[src/rtl/uart_frame_tx.sv]
// uart_frame_tx: multi-byte UART frame transmitter.
// A word is latched when it is accepted. It is then sent one byte at a time,
// each byte as start, 8 data bits (LSB first), optional parity, and stop bits.
// Idle gap bit-times can be placed between bytes. A single baud counter runs
// without a break across the whole frame, so every bit lasts exactly
// BAUD_CNT_MAX clocks.
module uart_frame_tx #(
    parameter int CLK_FREQ   = 50_000_000,
    parameter int UART_BPS   = 115200,
    parameter int DATA_WIDTH = 120,
    parameter int PARITY     = 0,
    parameter int STOP_BITS  = 1,
    parameter int BYTE_ORDER = 0,
    parameter int GAP_BITS   = 0,
    localparam int BYTE_COUNT = (DATA_WIDTH + 7) / 8,
    localparam int IDX_W      = (BYTE_COUNT > 1) ? $clog2(BYTE_COUNT) : 1
) (
    input  logic                  sys_clk,
    input  logic                  sys_rst_n,
    input  logic [DATA_WIDTH-1:0] pi_data,
    input  logic                  pi_valid,
    output logic                  pi_ready,
    output logic                  tx,
    output logic                  tx_busy,
    output logic                  tx_done,
    output logic [IDX_W-1:0]      byte_idx
);

    localparam int BAUD_CNT_MAX = CLK_FREQ / UART_BPS;
    localparam int BAUD_W       = $clog2(BAUD_CNT_MAX);
    localparam int PAD_W        = BYTE_COUNT * 8;

    typedef enum logic [2:0] {
        ST_IDLE  = 3'd0,
        ST_START = 3'd1,
        ST_DATA  = 3'd2,
        ST_PAR   = 3'd3,
        ST_STOP  = 3'd4,
        ST_GAP   = 3'd5
    } state_t;

    state_t                     state_q, state_d;
    logic [BAUD_W-1:0]          baud_q, baud_d;
    logic [3:0]                 bit_q, bit_d;
    logic [IDX_W-1:0]           idx_q, idx_d;
    logic                       tx_q, tx_d;
    logic                       busy_q, busy_d;
    logic                       done_q, done_d;
    logic                       ready_q;
    logic [BYTE_COUNT-1:0][7:0] data_q;

    logic                       accept_s;
    logic                       bit_end_s;
    logic                       last_byte_s;
    logic [IDX_W-1:0]           sel_s;
    logic [7:0]                 cur_byte_s;
    logic [2:0]                 nxt_bit_s;

    // Parity of one byte; odd parity is the inverted XOR.
    function automatic logic parity_of(input logic [7:0] b);
        logic p;
        p = ^b;
        if (PARITY == 1) begin
            parity_of = ~p;
        end else begin
            parity_of = p;
        end
    endfunction

    assign accept_s    = pi_valid && ready_q;
    assign bit_end_s   = (baud_q == BAUD_W'(BAUD_CNT_MAX - 1));
    assign last_byte_s = (idx_q == IDX_W'(BYTE_COUNT - 1));
    assign nxt_bit_s   = bit_q[2:0] + 3'd1;
    assign sel_s       = (BYTE_ORDER == 1) ? (IDX_W'(BYTE_COUNT - 1) - idx_q) : idx_q;
    assign cur_byte_s  = data_q[sel_s];

    assign pi_ready = ready_q;
    assign tx       = tx_q;
    assign tx_busy  = busy_q;
    assign tx_done  = done_q;
    assign byte_idx = idx_q;

    // Next-state, next line level and counter updates for the frame sequencer.
    always_comb begin
        state_d = state_q;
        bit_d   = bit_q;
        idx_d   = idx_q;
        tx_d    = tx_q;
        busy_d  = busy_q;
        done_d  = 1'b0;

        if (state_q == ST_IDLE) begin
            baud_d = '0;
        end else if (bit_end_s) begin
            baud_d = '0;
        end else begin
            baud_d = baud_q + BAUD_W'(1);
        end

        case (state_q)
            ST_IDLE: begin
                bit_d  = 4'd0;
                idx_d  = '0;
                tx_d   = 1'b1;
                busy_d = 1'b0;
                if (accept_s) begin
                    state_d = ST_START;
                    tx_d    = 1'b0;
                    busy_d  = 1'b1;
                end else begin
                    state_d = ST_IDLE;
                end
            end
            ST_START: begin
                if (bit_end_s) begin
                    state_d = ST_DATA;
                    bit_d   = 4'd0;
                    tx_d    = cur_byte_s[0];
                end else begin
                    state_d = ST_START;
                end
            end
            ST_DATA: begin
                if (bit_end_s) begin
                    if (bit_q[2:0] == 3'd7) begin
                        bit_d = 4'd0;
                        if (PARITY != 0) begin
                            state_d = ST_PAR;
                            tx_d    = parity_of(cur_byte_s);
                        end else begin
                            state_d = ST_STOP;
                            tx_d    = 1'b1;
                        end
                    end else begin
                        bit_d = bit_q + 4'd1;
                        tx_d  = cur_byte_s[nxt_bit_s];
                    end
                end else begin
                    state_d = ST_DATA;
                end
            end
            ST_PAR: begin
                if (bit_end_s) begin
                    state_d = ST_STOP;
                    bit_d   = 4'd0;
                    tx_d    = 1'b1;
                end else begin
                    state_d = ST_PAR;
                end
            end
            ST_STOP: begin
                if (bit_end_s) begin
                    if (bit_q == 4'(STOP_BITS - 1)) begin
                        bit_d = 4'd0;
                        if (last_byte_s) begin
                            // Frame complete: back to idle with a one-cycle done pulse.
                            state_d = ST_IDLE;
                            tx_d    = 1'b1;
                            busy_d  = 1'b0;
                            done_d  = 1'b1;
                            idx_d   = '0;
                        end else if (GAP_BITS > 0) begin
                            state_d = ST_GAP;
                            tx_d    = 1'b1;
                        end else begin
                            state_d = ST_START;
                            idx_d   = idx_q + IDX_W'(1);
                            tx_d    = 1'b0;
                        end
                    end else begin
                        bit_d = bit_q + 4'd1;
                        tx_d  = 1'b1;
                    end
                end else begin
                    state_d = ST_STOP;
                end
            end
            ST_GAP: begin
                if (bit_end_s) begin
                    if (bit_q == 4'(GAP_BITS - 1)) begin
                        state_d = ST_START;
                        bit_d   = 4'd0;
                        idx_d   = idx_q + IDX_W'(1);
                        tx_d    = 1'b0;
                    end else begin
                        bit_d = bit_q + 4'd1;
                        tx_d  = 1'b1;
                    end
                end else begin
                    state_d = ST_GAP;
                end
            end
            default: begin
                state_d = ST_IDLE;
                bit_d   = 4'd0;
                idx_d   = '0;
                tx_d    = 1'b1;
                busy_d  = 1'b0;
            end
        endcase
    end

    // Sequencer state, counters and registered outputs.
    always_ff @(posedge sys_clk or negedge sys_rst_n) begin
        if (!sys_rst_n) begin
            state_q <= ST_IDLE;
            baud_q  <= '0;
            bit_q   <= 4'd0;
            idx_q   <= '0;
            tx_q    <= 1'b1;
            busy_q  <= 1'b0;
            done_q  <= 1'b0;
            ready_q <= 1'b1;
        end else begin
            state_q <= state_d;
            baud_q  <= baud_d;
            bit_q   <= bit_d;
            idx_q   <= idx_d;
            tx_q    <= tx_d;
            busy_q  <= busy_d;
            done_q  <= done_d;
            ready_q <= (state_d == ST_IDLE);
        end
    end

    // Payload latch: captured zero-extended on accept, held for the whole frame.
    always_ff @(posedge sys_clk or negedge sys_rst_n) begin
        if (!sys_rst_n) begin
            data_q <= '0;
        end else if (accept_s) begin
            data_q <= PAD_W'(pi_data);
        end else begin
            data_q <= data_q;
        end
    end

endmodule

[config.mk]
export PLATFORM = sky130hd
export DESIGN_NAME = uart_frame_tx
export DESIGN_NICKNAME = d
export VERILOG_FILES = /design/src/rtl/uart_frame_tx.sv
export SDC_FILE = /design/constraint.sdc
export NUM_CORES = 1
export LEC_CHECK = 0
export ABC_AREA = 1
export BUFFER_PORTS_ARGS = -buffer_cell sky130_fd_sc_hd__buf_2
export CAP_MARGIN = 20
export CORE_ASPECT_RATIO = 0.8
export CORE_MARGIN = 3
export CORE_UTILIZATION = 28
export DETAILED_ROUTE_END_ITERATION = 8
export SETUP_SLACK_MARGIN = 0.1
export SYNTH_ARGS = -nofsm -noshare
export SYNTH_HDL_FRONTEND = slang
export SYNTH_SLANG_ARGS = --single-unit
[constraint.sdc]
create_clock -name sys_clk -period 3.75 [get_ports sys_clk]
set_input_delay 0.75 -clock sys_clk [delete_from_list [all_inputs] [get_ports sys_clk]]
set_output_delay 0.75 -clock sys_clk [all_outputs]
set_load 0.05 [all_outputs]
==> results of run 1 <==
==> worst paths after layout <==
check,to,start,cells after the start
worst max register to register,tx,byte_idx[0],13
worst min-delay path,bit_q[2],sys_rst_n,1
max in group asynchronous,data_q[103],sys_rst_n,2
worst max-delay path,byte_idx[0],byte_idx[0],2
min in group sys_clk,baud_q[0],baud_q[0],1
worst min register to register,baud_q[0],baud_q[0],1
==> cell families (layout without fill, tap and decap cells) <==
logic type                 Yosys count  after routing  share of synthesized area, %
and+or+nand+nor                    383            383                          23.2
buffers and inverters              151            278                          8.71
DFF                                144            144                          51.1
AOI/OAI and AO/OA                  104            104                          7.80
muxes                               49             49                          7.82
adders and majority gates            7              7                          1.24
xor gates and xnor gates             1              1                         0.124
==> layout by cell type, fill, tap and decap left out, types with 3 or more instances in the layout <==
| cell type | instances |
|---|---|
| clkinv_2 | 5 |
| ha_1 | 7 |
| inv_1 | 101 |
| clkinv_1 | 3 |
| nor3_1 | 9 |
| o211ai_1 | 3 |
| a21oi_1 | 83 |
| mux2_2 | 49 |
| buf_4 | 6 |
| clkinvlp_4 | 3 |
| nand3_1 | 102 |
| dfrtp_1 | 141 |
| inv_2 | 5 |
| buf_2 | 129 |
| nor2_1 | 102 |
| o21ai_0 | 10 |
| clkinv_4 | 5 |
| nand2_1 | 150 |
| nand4_1 | 6 |
| nor4_1 | 3 |
| clkbuf_16 | 17 |
==> power groups by stage <==
stage	Sequential (mW)	Clock, mW	Combinational, mW
after floorplan	1.66	0	0.0883
after global placement	1.68	0	0.219
after detailed placement	1.68	0	0.223
after CTS	1.65	1.61	0.224
after global routing	1.66	1.67	0.251
final	1.65	1.57	0.220
==> stage by stage <==
step	worst slack, ns	total power, mW
5_1_grt	1.07	3.58
2_1_floorplan	1.80	1.75
3_3_place_gp	1.47	1.90
3_5_place_dp	1.43	1.91
6_report	1.17	3.45
4_1_cts	1.17	3.49
==> registers in the layout, summed over array words and instances (netlist names) <==
name / cells
data_q: 120
baud_q: 9
bit_q: 4
byte_idx: 4
state_q: 3
pi_ready: 1
tx: 1
tx_busy: 1
tx_done: 1
==> cell usage after synthesis <==
cell type / n
a21oi_1: 83
buf_4: 2
o21a_1: 1
dfrtp_1: 142
o2111ai_1: 2
mux2_2: 49
nand3_1: 102
o211ai_1: 3
nor2_2: 1
o22ai_1: 1
and3_1: 1
nor3b_1: 1
o21bai_1: 1
nor2_4: 2
clkinv_1: 3
a31oi_1: 1
xnor2_1: 1
dfstp_2: 2
buf_1: 3
clkbuf_1: 15
nand2_1: 151
inv_1: 101
inv_2: 5
buf_2: 20
nor2_1: 102
nand4_1: 6
nor3_1: 9
or2_2: 1
nand3b_1: 2
o21ai_0: 10
a21oi_2: 2
nor4_1: 3
nand2_2: 2
ha_1: 7
buf_6: 2
==> worst max-delay path, cell delays in order (launching register included) <==
cell     delay (ns)
dfrtp_2        0.66
buf_4          0.39
buf_2          0.35
==> metal layers <==
metal  routed length, µm  vias up
met4                 314        0
met1               10400     2868
li1                    -     2934
met3                1440       21
met2                8360      208
met5                   0        -
==> cell type report <==
cell class	instances	area [µm²]
well taps	318	398
fillers	2561	16000
clock buffers	17	425
flip-flops and latches	144	3610
multi-input cells	544	2840
clock inverters	14	121
inverters	109	409
repair buffers	138	742
==> metrics.md, run 1 <==
| Metric | Value |
|---|---|
| Wire length of the first global-routing pass | 32,100 µm |
| CTS Sinks | 144 |
| ANT cells | 0 |
| Total of max-cap violations | 0 |
| Vias post-DR | 6,031 |
| Total track usage | 15.5% |
| Setup bufs post-CTS | 0 |
| Largest net degree at the start of global routing | 77 |
| Final Hold Vio Count | 0 |
| Synth warn | 0 |
| Core area | 24,600 µm² |
| Max-slew headroom | 54.5% |
| Sw frac | 23.9% |
| Total Wirelength | 20,600 µm |
| Clock Skews | 0.0134 ns |
| Final Wtd Congestion | 0.923 |
| Final setup TNS | 0 ns |
| Cell taking the most area after synthesis | dfrtp_1 |
| Layout cells sized above 1 | 24.3% |
| Met2 GRT Util | 21.2% |
| Fmax | 388 MHz |
| Number of global-route vias before repair | 5,765 |
| TritonCTS buffer count | 17 |
| Placed cell area | 8000 µm² |
| I/O pin count | 131 |
| Port-buffer cells | 130 |
| Die area | 27,200 µm² |
| Vias per inst | 4.70 |
| Rows | 51 |
| Clock share of power | 45.7% |
| Final Max Slew Viols | 0 |
| Final core utilization | 34.8% |
| Peak VDD IR | 0.277 mV |
| TritonCTS clock tree | built |
| Sequential Power Share | 48.0% |
| Crit path launch type | flip-flop |
| Hold WS | 0.312 ns |
| Syn nets | 969 |
| Worst path arrival time | 1.83 ns |
| GR Util met1 | 23.7% |
| Remaining DRCs | 0 |
| Synth top area share | 50.4% |
| Chip Width | 183 µm |
| Minimum clock period | 2.58 ns |
| Syn Inst Count | 839 |
| Setup-failing EPs final | 0 |
| Placed cells | 1,253 |
| Congestion Overflow GR | 0 |
| Switching pwr | 826 µW |
| First drt pass iteration count | 5 |
| Post-synth cell types | 35 |
| Pwr Density | 403 nW/µm² |
| Skew-Pair Late Insertion Delay | 0.43 ns |
| Critical path data required time | 3.00 ns |
| Worst-Margin Slew | 0.682 ns |
| RSZ-0062 raised after global routing | false |
| Initial antenna violation count | 0 |
| Max Buffers Root-to-Sink | 2 |
| Starting density of the core | 28.7% |
| 1st-iter DRT viols | 583 |
| Worst Setup Path Type | flip-flop to output pin |
| Drt wl/cell | 16.0 µm |
| Combinational fraction of design power | 6.4% |
| Worst R2R Setup Slack | 1.38 ns |
| Post-route insts no fill | 1,284 |
| Grt peak-use layer | met1 |
| H-tree depth | 4 |
| Top cells by area, synth | dfrtp_1 50%, nand2_1 8.0%, mux2_2 7.8%, nand3_1 7.2%, a21oi_1 5.9% |
| Crit Path Max Fanout | 29 |
| Sequential share of the synthesized area | 51.1% |
| Chip height | 148 µm |
| Post_cts resized | 0 |
| Nets | 1,084 |
| Flops & latches, synth | 144 |
| Mapped cell area | 7060 µm² |
| Int Power | 2.62 mW |
| Leak | 4.44 nW |
| Status | complete, no violations |
| CP endpoint kind | output pin |
| Area growth from synthesis to layout | 21.1% |
| Fin crit share | 68.7% |
| # hold bufs at CTS | 0 |
| Syn_area_per_cell | 8.41 µm² |
| Fin area | 8550 µm² |
| Dpl hpwl | 15,800 µm |
| Met3 Use GR | 3.86% |
| Root buf cell | clkbuf_16 |
| Clock-pin slew on the worst setup and hold paths | 0.06 ns |
| Min-delay worst type | input port to async pin |
| ANT nets after route | 0 |
Power figures use the tool's default switching activity.
==> run 2: changes to the inputs <==
Clock period 3.75 ns to 2.7 ns, I/O delays scaled along.
==> run 2 against run 1 <==
Against the previous run:
- critical path depth unchanged
- sequential power up 39%
- combinational power up 40%
- clock skew down 0.0069 ns
- critical endpoint is now byte_idx[1]
==> metrics.md, run 2 (synthesis gave the netlist of run 1 again) <==
| Metric | Value |
|---|---|
| Vias post-DR | 6,040 |
| Fmax | 484 MHz |
| Final Wtd Congestion | 0.919 |
| Peak VDD IR | 0.357 mV |
| Initial antenna violation count | 0 |
| Final Hold Vio Count | 0 |
| Register Area | 3610 µm² |
| Rows | 51 |
| H-tree depth | 4 |
| Core area | 24,600 µm² |
| R2R cell count | 12 |
| Final setup TNS | 0 ns |
| Critical path data required time | 2.16 ns |
| Pwr Density | 562 nW/µm² |
| Largest net degree at the start of global routing | 104 |
| Layout cells sized above 1 | 24.9% |
| TritonCTS clock tree | built |
| Worst path arrival time | 1.53 ns |
| Congestion Overflow GR | 0 |
| First drt pass iteration count | 5 |
| Most common cell after layout, fill and taps aside | nand2_1 |
| RSZ-0062 raised after global routing | false |
| Root buf cell | clkbuf_16 |
| # hold bufs at CTS | 0 |
| Max-slew headroom | 58.7% |
| Setup-failing EPs final | 0 |
| Worst-Margin Slew | 0.619 ns |
| CTS Sinks | 144 |
| Starting density of the core | 28.7% |
| Clock Skews | 0.00649 ns |
| Worst flop-to-flop path startpoint | byte_idx[1] |
| Number of global-route vias before repair | 5,794 |
| Max reg flops | 120 |
| Vias per inst | 4.67 |
| Final Worst Setup Slack | 0.634 ns |
| Nets | 1,091 |
| Wire length of the first global-routing pass | 33,400 µm |
| Port-buffer cells | 130 |
| Skew-Pair Late Insertion Delay | 0.42 ns |
| Fillers | 2,603 |
| Chip Width | 183 µm |
| Multi-input logic area | 2840 µm² |
| Area growth from synthesis to layout | 22.2% |
| Chip height | 148 µm |
| CP endpoint kind | output pin |
| Worst R2R Setup Slack | 0.70 ns |
| Biggest regs | data_q x120, baud_q x9 |
| Post_cts resized | 0 |
| 1st-iter DRT viols | 496 |
| Final Max Slew Viols | 0 |
| Crit path launch type | flip-flop |
| Dpl ws | 0.752 ns |
| Die area | 27,200 µm² |
| Status | complete, no violations |
| Fin crit share | 76.5% |
| Leak | 4.48 nW |
| ANT nets after route | 0 |
| FF-to-FF End | tx |
| Top reg by flops | data_q |
| I/O pin count | 131 |
| Max Buffers Root-to-Sink | 2 |
| Setup bufs post-CTS | 0 |
| Dpl hpwl | 16,000 µm |
| TritonCTS buffer count | 17 |
| Clock-pin slew on the worst setup and hold paths | 0.06 ns |
| Drt wl/cell | 16.5 µm |
| Worst Setup Path Type | flip-flop to output pin |
| Total Wirelength | 21,300 µm |
| Total track usage | 16.1% |
| Minimum clock period | 2.07 ns |
| Commonest non-fill, non-tap cells in the layout | 150 x nand2_1, 141 x dfrtp_1, 129 x buf_2, 102 x nor2_1, 102 x nand3_1 |
| ANT cells | 0 |
| Crit Path Max Fanout | 22 |
| Remaining DRCs | 0 |
| Min-delay worst type | input port to async pin |
| Total of max-cap violations | 0 |
run 2: critical path, stage by stage, from the launching register on:
cell and delay [ns]:
dfrtp_1 0.46, buf_4 0.30, buf_2 0.33
run 2: final cells by class:
type,instances,area share (%)
clock buffer,18,5.09
clock inverter,14,1.38
inverter,109,4.74
multi-input combinational,544,33.0
sequential,144,41.8
tap,318,4.61
timing repair buffer,145,9.36
run 2: worst max path at each step:
stage,from,to,slack [ns],cells after the start
after floorplan,byte_idx[0],byte_idx[3],0.75,11
after global placement,byte_idx[1],tx,0.72,12
after detailed placement,byte_idx[1],tx,0.75,12
after CTS,byte_idx[1],byte_idx[1],0.61,2
after global routing,byte_idx[0],tx,0.51,12
final,byte_idx[1],byte_idx[1],0.63,2
run 2: report_power, final:
group          switching [mW]  total, mW  internal (mW)  leakage (nW)
clock network           0.963       2.25           1.28         0.263
registers              0.0453       2.29           2.25          1.66
logic                   0.166      0.307          0.141          2.56
run 2: through the flow:
step | power (mW) | utilization, % | area [µm²] | hold slack [ns] | cells
6_report | 4.85 | 35.1 | 8620 | 0.100 | 1292
5_1_grt | 5.06 | 35.1 | 8620 | 0.123 | 1292
4_1_cts | 4.91 | 35.1 | 8620 | 0.114 | 1292
2_1_floorplan | 2.43 | - | 7060 | 0.244 | 839
3_5_place_dp | 2.64 | 32.8 | 8070 | 0.487 | 1260
3_3_place_gp | 2.64 | 32.8 | 8070 | 0.483 | 1260
run 2: layer usage:
metal  wire length, µm  part of all wire, %  track usage (%)
met2              8700                   41             22.0
met1             10800                   51             24.9
met5                 0                    0                0
met3              1380                  6.5             3.89
met4               428                  2.0             5.06
==> run 3: changes to the inputs <==
Clock period 2.7 ns to 1.8 ns, I/O delays scaled along.
==> run 3 against run 2 <==
Against the previous run:
- die area did not move
- highest routed layer is now met5
- combinational power is 54% higher
- largest power group unchanged
- register-to-register slack got worse by 0.67 ns
- via count grew 2.8%
- clock-buffer cell count increased by 2
- clock power rose by 48%
- clock skew up 0.0028 ns
==> metrics.md, run 3 (synthesis gave the netlist of run 1 again) <==
| Metric | Value |
|---|---|
| I/O pin count | 131 |
| Fillers | 2,529 |
| Largest net degree at the start of global routing | 70 |
| Drt wl/cell | 16.5 µm |
| Congestion Overflow GR | 0 |
| Most common cell after layout, fill and taps aside | nand2_1 |
| Critical path data required time | 2.14 ns |
| Final Hold Vio Count | 0 |
| Hold WS | 0.168 ns |
| CP endpoint kind | flip-flop |
| Starting density of the core | 28.7% |
| Chip height | 148 µm |
| Pwr Density | 799 nW/µm² |
| Crit path launch type | flip-flop |
| ANT cells | 0 |
| 1st-iter DRT viols | 623 |
| Fin area | 9060 µm² |
| Final Max Slew Viols | 0 |
| Vias per inst | 4.68 |
| Nets | 1,127 |
| Max reg flops | 120 |
| Port-buffer cells | 130 |
| CTS Sinks | 144 |
| Total Wirelength | 21,900 µm |
| Minimum clock period | 1.77 ns |
| Remaining DRCs | 0 |
| Worst-Margin Slew | 0.354 ns |
| Total of max-cap violations | 0 |
| Int Power | 5.54 mW |
| Die area | 27,200 µm² |
| Skew-Pair Late Insertion Delay | 0.42 ns |
| Root buf cell | clkbuf_16 |
| ANT nets after route | 0 |
| Switching pwr | 1.70 mW |
| Min-delay worst type | input port to flip-flop |
| Sequential Power Share | 47.6% |
| TritonCTS buffer count | 17 |
| Max-slew headroom | 76.4% |
| Wire length of the first global-routing pass | 33,800 µm |
| Status | complete, no violations |
| Clock-pin slew on the worst setup and hold paths | 0.06 ns |
| Leak | 4.68 nW |
| Initial antenna violation count | 1 |
| Commonest non-fill, non-tap cells in the layout | 144 x nand2_1, 138 x dfrtp_1, 127 x buf_2, 101 x inv_1, 101 x nand3_1 |
| Area growth from synthesis to layout | 28.4% |
| Register Area | 3610 µm² |
| Total track usage | 16.3% |
| Worst path arrival time | 2.11 ns |
| Worst Setup Path Type | flip-flop to flip-flop |
| H-tree depth | 4 |
| Rows | 51 |
| RSZ-0062 raised after global routing | true |
| First drt pass iteration count | 5 |
| Biggest regs | data_q x120, baud_q x9 |
| Clock share of power | 45.8% |
| Fmax | 566 MHz |
| Max Buffers Root-to-Sink | 2 |
| Combinational fraction of design power | 6.6% |
| Crit Path Max Fanout | 11 |
| Multi-input logic area | 2900 µm² |
| Number of global-route vias before repair | 5,950 |
| Core area | 24,600 µm² |
| Dpl hpwl | 16,900 µm |
| Fin crit share | 98.1% |
| Final Wtd Congestion | 0.947 |
| Vias post-DR | 6,210 |
| Placed cell area | 8340 µm² |
| Setup-failing EPs final | 0 |
| TritonCTS clock tree | built |
| Top reg by flops | data_q |
| Layout cells sized above 1 | 29.0% |
| Chip Width | 183 µm |
| Clock Skews | 0.00925 ns |
| Peak VDD IR | 0.442 mV |
| Sw frac | 23.5% |
-- run 3: cell count changes in the layout (fill, tap and decap cells not counted), moves of 3 or more --
cell,before,now
nand2_2,2,8
nand2_1,150,144
dfrtp_1,141,138
clkinv_4,3,0
buf_12,3,10
dfrtp_2,1,4
buf_4,12,39
inv_2,5,2
-- run 3: area by class of cell --
cell class | count | area share, %
well taps | 318 | 4.39
repair buffers | 181 | 13.0
inverters | 109 | 4.63
multi-input cells | 544 | 32.1
clock inverters | 10 | 0.981
clock buffers | 20 | 5.04
flip-flops and latches | 144 | 39.9
-- run 3: critical path, cell delays in order, from the launching register on --
cell	delay, ns
dfrtp_2	0.46
inv_6	0.09
buf_12	0.15
ha_1	0.21
nand3_2	0.10
buf_4	0.13
o211ai_1	0.10
nor4_1	0.35
a21oi_1	0.12
-- run 3: per-layer routing --
layer,global-route usage (%),part of all wire [%],vias to the layer above
met5,0,0.041,-
met4,3.69,0.98,2
met3,4.26,9.2,16
met2,21.9,40,247
met1,25.7,50,2928
li1,-,-,3017
-- run 3: metrics by stage --
stage	setup WS (ns)	power, mW	std cells	util (%)	TNS [ns]
2_1_floorplan	0.104	3.65	839	-	0
3_3_place_gp	-0.00409	3.97	1285	33.9	-0.00409
3_5_place_dp	0.0151	3.98	1285	33.9	0
4_1_cts	0.0838	7.34	1319	36.4	0
5_1_grt	-0.0775	7.55	1326	36.9	-0.127
6_report	0.0344	7.24	1326	36.9	0
-- run 3: power by group through the flow --
| stage | sequential [mW] | combinational [mW] | clock, mW |
|---|---|---|---|
| after floorplan | 3.47 | 0.184 | 0 |
| after global placement | 3.50 | 0.467 | 0 |
| after detailed placement | 3.50 | 0.476 | 0 |
| after CTS | 3.44 | 0.481 | 3.42 |
| after global routing | 3.46 | 0.537 | 3.56 |
| final | 3.45 | 0.474 | 3.32 |
-- run 3: worst paths after layout --
kind / start / endpoint / slack, ns / cells past startpoint
max: byte_idx[0] / tx / 0.03 / 8
min: pi_data[61] / data_q[61] / 0.17 / 2
max reg2reg: byte_idx[0] / tx / 0.03 / 8
min reg2reg: tx_busy / tx_busy / 0.49 / 2
max in group asynchronous: sys_rst_n / pi_ready / 0.83 / 3
min in group asynchronous: sys_rst_n / baud_q[2] / 0.38 / 2
-- run 3: repair_timing --
item	in CTS	in global routing
endpoints found under the setup margin	9	12
gates resized for setup	5	18
endpoints found under the hold margin	19	0
buffers inserted	3	7
hold buffers	1	0
pin swaps	1	3
